--- src/rtl/sensor_config_seq_if.sv ---
// Handshake bundle between the sensor configuration sequencer and the I2C
// transaction engine. The sequencer drives the request side (master); the
// engine answers with ack/nack pulses and optional read data (slave).
interface sensor_config_seq_if #(
    parameter int ENTRY_W = 42
);
    logic               i2c_req;
    logic [ENTRY_W-1:0] i2c_cmd;
    logic               i2c_ack;
    logic               i2c_nack;
    logic [7:0]         i2c_rdata;
    logic               i2c_rdata_en;

    modport master (
        output i2c_req,
        output i2c_cmd,
        input  i2c_ack,
        input  i2c_nack,
        input  i2c_rdata,
        input  i2c_rdata_en
    );

    modport slave (
        input  i2c_req,
        input  i2c_cmd,
        output i2c_ack,
        output i2c_nack,
        output i2c_rdata,
        output i2c_rdata_en
    );
endinterface

--- src/rtl/sensor_config_seq.sv ---
// Sensor configuration sequencer: walks a combinational LUT of I2C commands,
// issues one transaction per entry, waits for the engine's response, spaces
// transactions by GAP_CYC idle cycles and captures read bytes for a window of
// LUT indices into a readback bank. Runs automatically after reset and again
// on a start pulse once the previous run has finished.
// Optional feature: define CFG_NACK_RETRY_EN to retry a failed entry up to
// MAX_RETRY times (after a GAP_CYC wait) before aborting the sequence.
module sensor_config_seq #(
    parameter int IDX_W       = 10,
    parameter int ENTRY_W     = 42,
    parameter int RD_BASE     = 570,
    parameter int RD_NUM      = 16,
    parameter int GAP_CYC     = 1000,
    parameter int TIMEOUT_CYC = 65535,
    parameter int MAX_RETRY   = 3
) (
    input  logic                    clk,
    input  logic                    rstn,
    input  logic                    start,
    input  logic [IDX_W-1:0]        lut_size,
    output logic [IDX_W-1:0]        lut_index,
    input  logic [ENTRY_W-1:0]      lut_data,
    sensor_config_seq_if.master     i2c,
    output logic                    busy,
    output logic                    config_done,
    output logic                    config_err,
    output logic [IDX_W-1:0]        err_index,
    output logic [8*RD_NUM-1:0]     rd_bank,
    output logic [RD_NUM-1:0]       rd_valid
);

    // Counters sized so the largest terminal value never wraps.
    localparam int GAP_W = (GAP_CYC < 2) ? 1 : $clog2(GAP_CYC + 1);
    localparam int TMO_W = (TIMEOUT_CYC < 2) ? 1 : $clog2(TIMEOUT_CYC + 1);

    typedef enum logic [2:0] {
        S_IDLE  = 3'd0,
        S_FETCH = 3'd1,
        S_ISSUE = 3'd2,
        S_WAIT  = 3'd3,
        S_GAP   = 3'd4,
        S_DONE  = 3'd5,
        S_ERR   = 3'd6
    } state_t;

    state_t              state_r;
    logic [IDX_W-1:0]    lut_index_r;
    logic                i2c_req_r;
    logic [ENTRY_W-1:0]  i2c_cmd_r;
    logic                busy_r;
    logic                config_done_r;
    logic                config_err_r;
    logic [IDX_W-1:0]    err_index_r;
    logic [8*RD_NUM-1:0] rd_bank_r;
    logic [RD_NUM-1:0]   rd_valid_r;
    logic [GAP_W-1:0]    gap_cnt_r;
    logic [TMO_W-1:0]    tmo_cnt_r;
`ifdef CFG_NACK_RETRY_EN
    localparam int RTY_W = (MAX_RETRY < 2) ? 1 : $clog2(MAX_RETRY + 1);
    logic [RTY_W-1:0]    retry_cnt_r;
    logic                retry_pend_r;
`endif

    logic [IDX_W-1:0]    next_idx_s;
    logic                resp_ok_s;
    logic                resp_fail_s;

    assign lut_index    = lut_index_r;
    assign i2c.i2c_req  = i2c_req_r;
    assign i2c.i2c_cmd  = i2c_cmd_r;
    assign busy         = busy_r;
    assign config_done  = config_done_r;
    assign config_err   = config_err_r;
    assign err_index    = err_index_r;
    assign rd_bank      = rd_bank_r;
    assign rd_valid     = rd_valid_r;

    // Index of the entry that follows the current one.
    always_comb begin
        next_idx_s = lut_index_r + IDX_W'(1);
    end

    // Classify the engine's response while waiting; nack wins over ack and a
    // silent engine fails once the timeout budget is spent.
    always_comb begin
        resp_ok_s   = 1'b0;
        resp_fail_s = 1'b0;
        if (state_r == S_WAIT) begin
            if (i2c.i2c_nack) begin
                resp_fail_s = 1'b1;
            end else if (i2c.i2c_ack) begin
                resp_ok_s = 1'b1;
            end else if (tmo_cnt_r >= TMO_W'(TIMEOUT_CYC - 1)) begin
                resp_fail_s = 1'b1;
            end else begin
                resp_fail_s = 1'b0;
            end
        end else begin
            resp_ok_s   = 1'b0;
            resp_fail_s = 1'b0;
        end
    end

    // Sequencer FSM with registered outputs and readback capture.
    always_ff @(posedge clk or negedge rstn) begin
        if (!rstn) begin
            state_r       <= S_IDLE;
            lut_index_r   <= '0;
            i2c_req_r     <= 1'b0;
            i2c_cmd_r     <= '0;
            busy_r        <= 1'b0;
            config_done_r <= 1'b0;
            config_err_r  <= 1'b0;
            err_index_r   <= '0;
            rd_bank_r     <= '0;
            rd_valid_r    <= '0;
            gap_cnt_r     <= '0;
            tmo_cnt_r     <= '0;
`ifdef CFG_NACK_RETRY_EN
            retry_cnt_r   <= '0;
            retry_pend_r  <= 1'b0;
`endif
        end else begin
            // The request is a single-cycle pulse unless re-armed below.
            i2c_req_r <= 1'b0;
            case (state_r)
                S_IDLE: begin
                    // Run entry: readback data in rd_bank deliberately survives.
                    lut_index_r  <= '0;
                    rd_valid_r   <= '0;
                    config_err_r <= 1'b0;
`ifdef CFG_NACK_RETRY_EN
                    retry_cnt_r  <= '0;
                    retry_pend_r <= 1'b0;
`endif
                    if (lut_size == '0) begin
                        state_r       <= S_DONE;
                        config_done_r <= 1'b1;
                        busy_r        <= 1'b0;
                    end else begin
                        state_r       <= S_FETCH;
                        config_done_r <= 1'b0;
                        busy_r        <= 1'b1;
                    end
                end
                S_FETCH: begin
                    i2c_cmd_r   <= lut_data;
                    i2c_req_r   <= 1'b1;
`ifdef CFG_NACK_RETRY_EN
                    retry_cnt_r <= '0;
`endif
                    state_r     <= S_ISSUE;
                end
                S_ISSUE: begin
                    // The request cycle counts as the first cycle of the timeout.
                    tmo_cnt_r <= TMO_W'(1);
                    state_r   <= S_WAIT;
                end
                S_WAIT: begin
                    if (i2c.i2c_rdata_en) begin
                        for (int k = 0; k < RD_NUM; k++) begin
                            if (32'(lut_index_r) == 32'(RD_BASE + k)) begin
                                rd_bank_r[8*k +: 8] <= i2c.i2c_rdata;
                                rd_valid_r[k]       <= 1'b1;
                            end
                        end
                    end
                    if (resp_fail_s) begin
`ifdef CFG_NACK_RETRY_EN
                        if (retry_cnt_r < RTY_W'(MAX_RETRY)) begin
                            retry_cnt_r  <= retry_cnt_r + RTY_W'(1);
                            retry_pend_r <= 1'b1;
                            gap_cnt_r    <= '0;
                            state_r      <= S_GAP;
                        end else begin
                            state_r      <= S_ERR;
                            config_err_r <= 1'b1;
                            err_index_r  <= lut_index_r;
                            busy_r       <= 1'b0;
                        end
`else
                        state_r      <= S_ERR;
                        config_err_r <= 1'b1;
                        err_index_r  <= lut_index_r;
                        busy_r       <= 1'b0;
`endif
                    end else if (resp_ok_s) begin
`ifdef CFG_NACK_RETRY_EN
                        retry_pend_r <= 1'b0;
`endif
                        gap_cnt_r <= '0;
                        state_r   <= S_GAP;
                    end else begin
                        tmo_cnt_r <= tmo_cnt_r + TMO_W'(1);
                    end
                end
                S_GAP: begin
                    if (gap_cnt_r >= GAP_W'(GAP_CYC - 1)) begin
`ifdef CFG_NACK_RETRY_EN
                        if (retry_pend_r) begin
                            // Re-issue the same held command.
                            retry_pend_r <= 1'b0;
                            i2c_req_r    <= 1'b1;
                            state_r      <= S_ISSUE;
                        end else begin
                            lut_index_r <= next_idx_s;
                            if (next_idx_s == lut_size) begin
                                state_r       <= S_DONE;
                                config_done_r <= 1'b1;
                                busy_r        <= 1'b0;
                            end else begin
                                state_r <= S_FETCH;
                            end
                        end
`else
                        lut_index_r <= next_idx_s;
                        if (next_idx_s == lut_size) begin
                            state_r       <= S_DONE;
                            config_done_r <= 1'b1;
                            busy_r        <= 1'b0;
                        end else begin
                            state_r <= S_FETCH;
                        end
`endif
                    end else begin
                        gap_cnt_r <= gap_cnt_r + GAP_W'(1);
                    end
                end
                S_DONE, S_ERR: begin
                    if (start) begin
                        state_r       <= S_IDLE;
                        lut_index_r   <= '0;
                        rd_valid_r    <= '0;
                        config_done_r <= 1'b0;
                        config_err_r  <= 1'b0;
                    end else begin
                        state_r <= state_r;
                    end
                end
                default: begin
                    state_r       <= S_IDLE;
                    busy_r        <= 1'b0;
                    config_done_r <= 1'b0;
                    config_err_r  <= 1'b0;
                end
            endcase
        end
    end

endmodule

--- src/flat_wrapper.sv ---
// flat-port wrapper written by rule: the top's interface ports become plain ports
module sensor_config_seq_flat 
#(
    parameter int IDX_W       = 10,
    parameter int ENTRY_W     = 42,
    parameter int RD_BASE     = 570,
    parameter int RD_NUM      = 16,
    parameter int GAP_CYC     = 1000,
    parameter int TIMEOUT_CYC = 65535,
    parameter int MAX_RETRY   = 3
)
  (clk, rstn, start, lut_size, lut_index, lut_data, busy, config_done, config_err, err_index, rd_bank, rd_valid, i2c_i2c_req, i2c_i2c_cmd, i2c_i2c_ack, i2c_i2c_nack, i2c_i2c_rdata, i2c_i2c_rdata_en);
  sensor_config_seq_if #(.ENTRY_W(ENTRY_W)) i2c_i ();
  input  logic clk;
  input  logic rstn;
  input  logic start;
  input  logic [IDX_W-1:0] lut_size;
  output logic [IDX_W-1:0] lut_index;
  input  logic [ENTRY_W-1:0] lut_data;
  output logic busy;
  output logic config_done;
  output logic config_err;
  output logic [IDX_W-1:0] err_index;
  output logic [8*RD_NUM-1:0] rd_bank;
  output logic [RD_NUM-1:0] rd_valid;
  output wire logic [$bits(i2c_i.i2c_req)-1:0] i2c_i2c_req;
  output wire logic [$bits(i2c_i.i2c_cmd)-1:0] i2c_i2c_cmd;
  input wire logic [$bits(i2c_i.i2c_ack)-1:0] i2c_i2c_ack;
  input wire logic [$bits(i2c_i.i2c_nack)-1:0] i2c_i2c_nack;
  input wire logic [$bits(i2c_i.i2c_rdata)-1:0] i2c_i2c_rdata;
  input wire logic [$bits(i2c_i.i2c_rdata_en)-1:0] i2c_i2c_rdata_en;
  assign i2c_i2c_req = i2c_i.i2c_req;
  assign i2c_i2c_cmd = i2c_i.i2c_cmd;
  assign i2c_i.i2c_ack = i2c_i2c_ack;
  assign i2c_i.i2c_nack = i2c_i2c_nack;
  assign i2c_i.i2c_rdata = i2c_i2c_rdata;
  assign i2c_i.i2c_rdata_en = i2c_i2c_rdata_en;
  sensor_config_seq #(.IDX_W(IDX_W), .ENTRY_W(ENTRY_W), .RD_BASE(RD_BASE), .RD_NUM(RD_NUM), .GAP_CYC(GAP_CYC), .TIMEOUT_CYC(TIMEOUT_CYC), .MAX_RETRY(MAX_RETRY)) u_core (.clk(clk), .rstn(rstn), .start(start), .lut_size(lut_size), .lut_index(lut_index), .lut_data(lut_data), .i2c(i2c_i), .busy(busy), .config_done(config_done), .config_err(config_err), .err_index(err_index), .rd_bank(rd_bank), .rd_valid(rd_valid));
endmodule
--- config.mk ---
export PLATFORM = sky130hd
export DESIGN_NAME = sensor_config_seq_flat
export DESIGN_NICKNAME = d
export VERILOG_FILES = /design/src/rtl/sensor_config_seq_if.sv /design/src/rtl/sensor_config_seq.sv /design/src/flat_wrapper.sv
export SDC_FILE = /design/constraint.sdc
export NUM_CORES = 1
export LEC_CHECK = 0
export ABC_AREA = 1
export CORE_MARGIN = 4
export CORE_UTILIZATION = 45
export DETAILED_ROUTE_END_ITERATION = 8
export GPL_TIMING_DRIVEN = 1
export PLACE_DENSITY = 0.75
export SYNTH_ARGS = -nofsm -noshare
export SYNTH_HDL_FRONTEND = slang
export SYNTH_SLANG_ARGS = --single-unit
--- constraint.sdc ---
create_clock -name clk -period 2.25 [get_ports clk]
set_input_delay 0.45 -clock clk [delete_from_list [all_inputs] [get_ports clk]]
set_output_delay 0.45 -clock clk [all_outputs]
set_load 0.01 [all_outputs]
==> metrics.md <==
| Metric | Value |
|---|---|
| Total gr overflow | `0` |
| Pleak | `0.00650 uW` |
| Sequential fraction of the synthesis area | `58.1%` |
| Reg2Reg Depth | `7` |
| Simple-gate area share of the yosys netlist | `23.5%` |
| Routability cong. | `0.917` |
| Setup Skew | `0.0333 ns` |
| Detailed Route Iter0 Violations | `423` |
| Placed Area | `13,500 um2` |
| Final design utilization | `64.1%` |
| Die Wd | `159 um` |
| Fin crit period | `2.11 ns` |
| XOR/XNOR share of the synthesized area | `1.62%` |
| Clock slew at reported path FFs | `0.06 ns` |
| CP peak stage delay | `0.62 ns` |
| Worst min-delay path category | `input port to async pin` |
| Synth Instances | `1,141` |
| Chip height | `159 um` |
| First-pass GRT wire length | `48,000 um` |
| Tot Pwr | `13,700 uW` |
| PortBufs | `275` |
| Post-route design area | `14,500 um2` |
| I/O pins | `276` |
| Starting Density | `45.6%` |
| CP delay by family, top | `buffers and inverters` |
| #FFs+latches synth | `239` |
| Slew Limit Fails | `0` |
| Worst slew pin tran | `0.718 ns` |
| Final setup viols | `0` |
| Vias in the first global route | `8,699` |
| Routed length per instance | `17.2 um` |
| Fin nets | `1,501` |
| Setup_tns | `0 ns` |
| Clock sinks | `239` |
| Fin crit share | `93.8%` |
| Fillers | `1,843` |
| Status | `complete, no violations` |
| Gr usage total | `23.1%` |
| Post-route ant nets | `0` |
| CTS tree | `built` |
| Crit Path Class | `flip-flop to output pin` |
| Ys Warns | `0` |
| Critical-path top delay cell | `clkdlybuf4s50_1` |
| Core box area | `22,600 um2` |
| Peak supply drop | `0.476 mV` |
| Mean Syn Cell Area | `9.03 um2` |
| Dpl hpwl | `21,500 um` |
| Area delta synth->final | `40.4%` |
| Clock root cell | `clkbuf_16` |
| Largest net degree at the start of global routing | `62` |
| Crit path depth | `1` |
| Worst setup startpoint | `u_core.lut_index[5]$_DFFE_PN0P_` |
| Rows | `55` |
| Power per Cell Area | `945 nW/um2` |
| Adder-cell share of the synthesized area | `0.850%` |
| CTS buffer count | `26` |
| Final wirelength | `29,700 um` |
| Syn Nets | `1,214` |
| Arr. time, crit path | `1.66 ns` |
| Antenna cells | `0` |
| Vias per Instance | `5.08` |
| Cell area after technology mapping | `10,300 um2` |
| Complex-gate fraction of the synthesized area | `10.9%` |
| H-tree depth | `1` |
| Critical Path RT | `1.80 ns` |
| Crit path buffers/inverters | `1` |
| Fin cells | `1,733` |
| Max_cap viols | `0` |
| Number of remaining DRC errors | `0` |
| CP endpoint kind | `output pin` |
| Mux cell area share after synthesis | `0%` |
| Proportion of layout cells with a drive suffix above 1 | `8.84%` |
| Largest family of logic cells by synthesized area | `simple AND/OR/NAND/NOR gates` |
| Launch point of the worst reg-to-reg path | `u_core.lut_index[0]$_DFFE_PN0P_` |
| Via count | `8,806` |
| Crit path launch type | `flip-flop` |
| Library cells used by synthesis | `44` |
| Top-area cell type share of the netlist area | `58.1%` |
| Clock Path Buffers | `3` |
| Placed cell count | `1,684` |
| Final hold violation count | `0` |
| Post-CTS repair timing setup buffer count | `0` |
| Drt pass-1 iters | `6` |
| Critical-path cell list | `clkdlybuf4s50_1` |
| RSZ-0062 raised after global routing | `no` |
| Max Clk Rate | `474 MHz` |
| Worst Path Max Fanout | `8` |
| Area leader, netlist | `dfrtp_1` |
| Area contributors post-synth | `dfrtp_1, nand2_1, o21ai_1, inv_1, nand3_1` |
| Die ar. | `25,400 um2` |
| Clock Latency Late Sink | `0.55 ns` |
| Initial antenna violation count | `0` |
| Slew HR | `52.1%` |
[per-layer routing]
metal | track usage [%] | vias to the layer above | share of wire (%)
met1 | 30.7 | 4181 | 43
met3 | 7.92 | 42 | 9.0
met4 | 5.52 | 0 | 2.3
li1 | - | 4275 | -
met2 | 36.8 | 308 | 46
met5 | 0 | - | 0
[kinds of logic (layout without fill, tap and decap cells)]
group	count (synthesis)	in the layout
AOI/OAI and AO/OA	199	199
and+or+nand+nor	552	552
DFF	239	239
buffers and inverters	125	432
xor gates and xnor gates	19	19
adders and majority gates	7	7
[state kept, by name (all words and copies together) (netlist names)]
name / count
u_core.i2c.i2c_req: 1
u_core.i2c.i2c_cmd: 42
u_core.gap_cnt_r: 10
u_core.state_r: 3
u_core.busy: 1
u_core.err_index: 10
u_core.rd_bank: 128
u_core.rd_valid: 16
u_core.config_err: 1
u_core.tmo_cnt_r: 16
u_core.lut_index: 10
u_core.config_done: 1
[per-stage QoR]
step,worst slack (ns),hold WS (ns)
after detailed placement,0.133,0.353
after floorplan,0.443,0.154
after CTS,0.0725,0.383
after global placement,0.155,0.354
after global routing,0.0330,0.418
final,0.140,0.397
[final timing paths]
check | endpoint | slack (ns)
min | u_core.tmo_cnt_r[5]$_DFFE_PN0P_ | 0.40
min in group clk | u_core.i2c.i2c_cmd[26]$_DFFE_PN0P_ | 0.47
max | lut_index[5] | 0.14
max in group asynchronous | u_core.rd_bank[14]$_DFFE_PN0P_ | 1.20
min reg2reg | u_core.i2c.i2c_cmd[40]$_DFFE_PN0P_ | 0.47
max reg2reg | u_core.rd_bank[5]$_DFFE_PN0P_ | 0.19
[cell type report]
class                           instances  area, um2  area share [%]
Clock buffer                           35        744            5.15
Clock inverter                         13        225            1.56
Inverter                               85        332            2.29
Multi-Input combinational cell        777       3810            26.3
Sequential cell                       239       5980            41.4
Tap cell                              285        357            2.47
Timing Repair Buffer                  299       3020            20.8
[where the power goes]
group          switching, uW  total, uW  internal, uW
logic                   2080       3680          1600
registers                414       5290          4880
clock network           1780       4690          2920
[synthesized netlist by cell type, drive strengths merged]
cell	instances
nand2	407
inv	84
o2111ai	1
xor2	16
nor3b	1
xnor2	3
o22ai	8
o21ai	151
nand3	51
clkbuf	22
nor3	22
or2	3
buf	18
a21oi	14
nand3b	2
nor2	54
dfrtp	239
ha	7
clkinv	1
o21a	3
nand4	8
o31ai	20
nor4	4
o21bai	2
[layout by cell type (no fill, tap or decap), types with 4 or more instances in the layout]
| cell | netlist | final |
|---|---|---|
| a21oi_1 | 12 | 12 |
| buf_12 | 0 | 6 |
| buf_4 | 1 | 17 |
| bufinv_16 | 0 | 5 |
| clkbuf_16 | 0 | 26 |
| clkbuf_8 | 0 | 6 |
| clkdlybuf4s50_1 | 0 | 274 |
| clkinv_2 | 0 | 4 |
| dfrtp_1 | 239 | 238 |
| ha_1 | 7 | 7 |
| inv_1 | 71 | 71 |
| inv_2 | 10 | 10 |
| nand2_1 | 398 | 398 |
| nand2_2 | 6 | 6 |
| nand3_1 | 42 | 42 |
| nand3_2 | 6 | 6 |
| nand4_1 | 8 | 8 |
| nor2_1 | 44 | 44 |
| nor2_2 | 5 | 5 |
| nor3_1 | 20 | 19 |
| o21ai_0 | 35 | 35 |
| o21ai_1 | 115 | 115 |
| o22ai_1 | 8 | 8 |
| o31ai_1 | 16 | 16 |
| o31ai_2 | 4 | 4 |
| xor2_1 | 16 | 16 |
[what timing repair did]
action / CTS / global route
endpoints found under the hold margin: 30 / 0
endpoints found under the setup margin: 0 / 11
resized for setup: 0 / 2
hold buffers: 1 / 0
No activity file was read; power rests on OpenSTA's default activity.
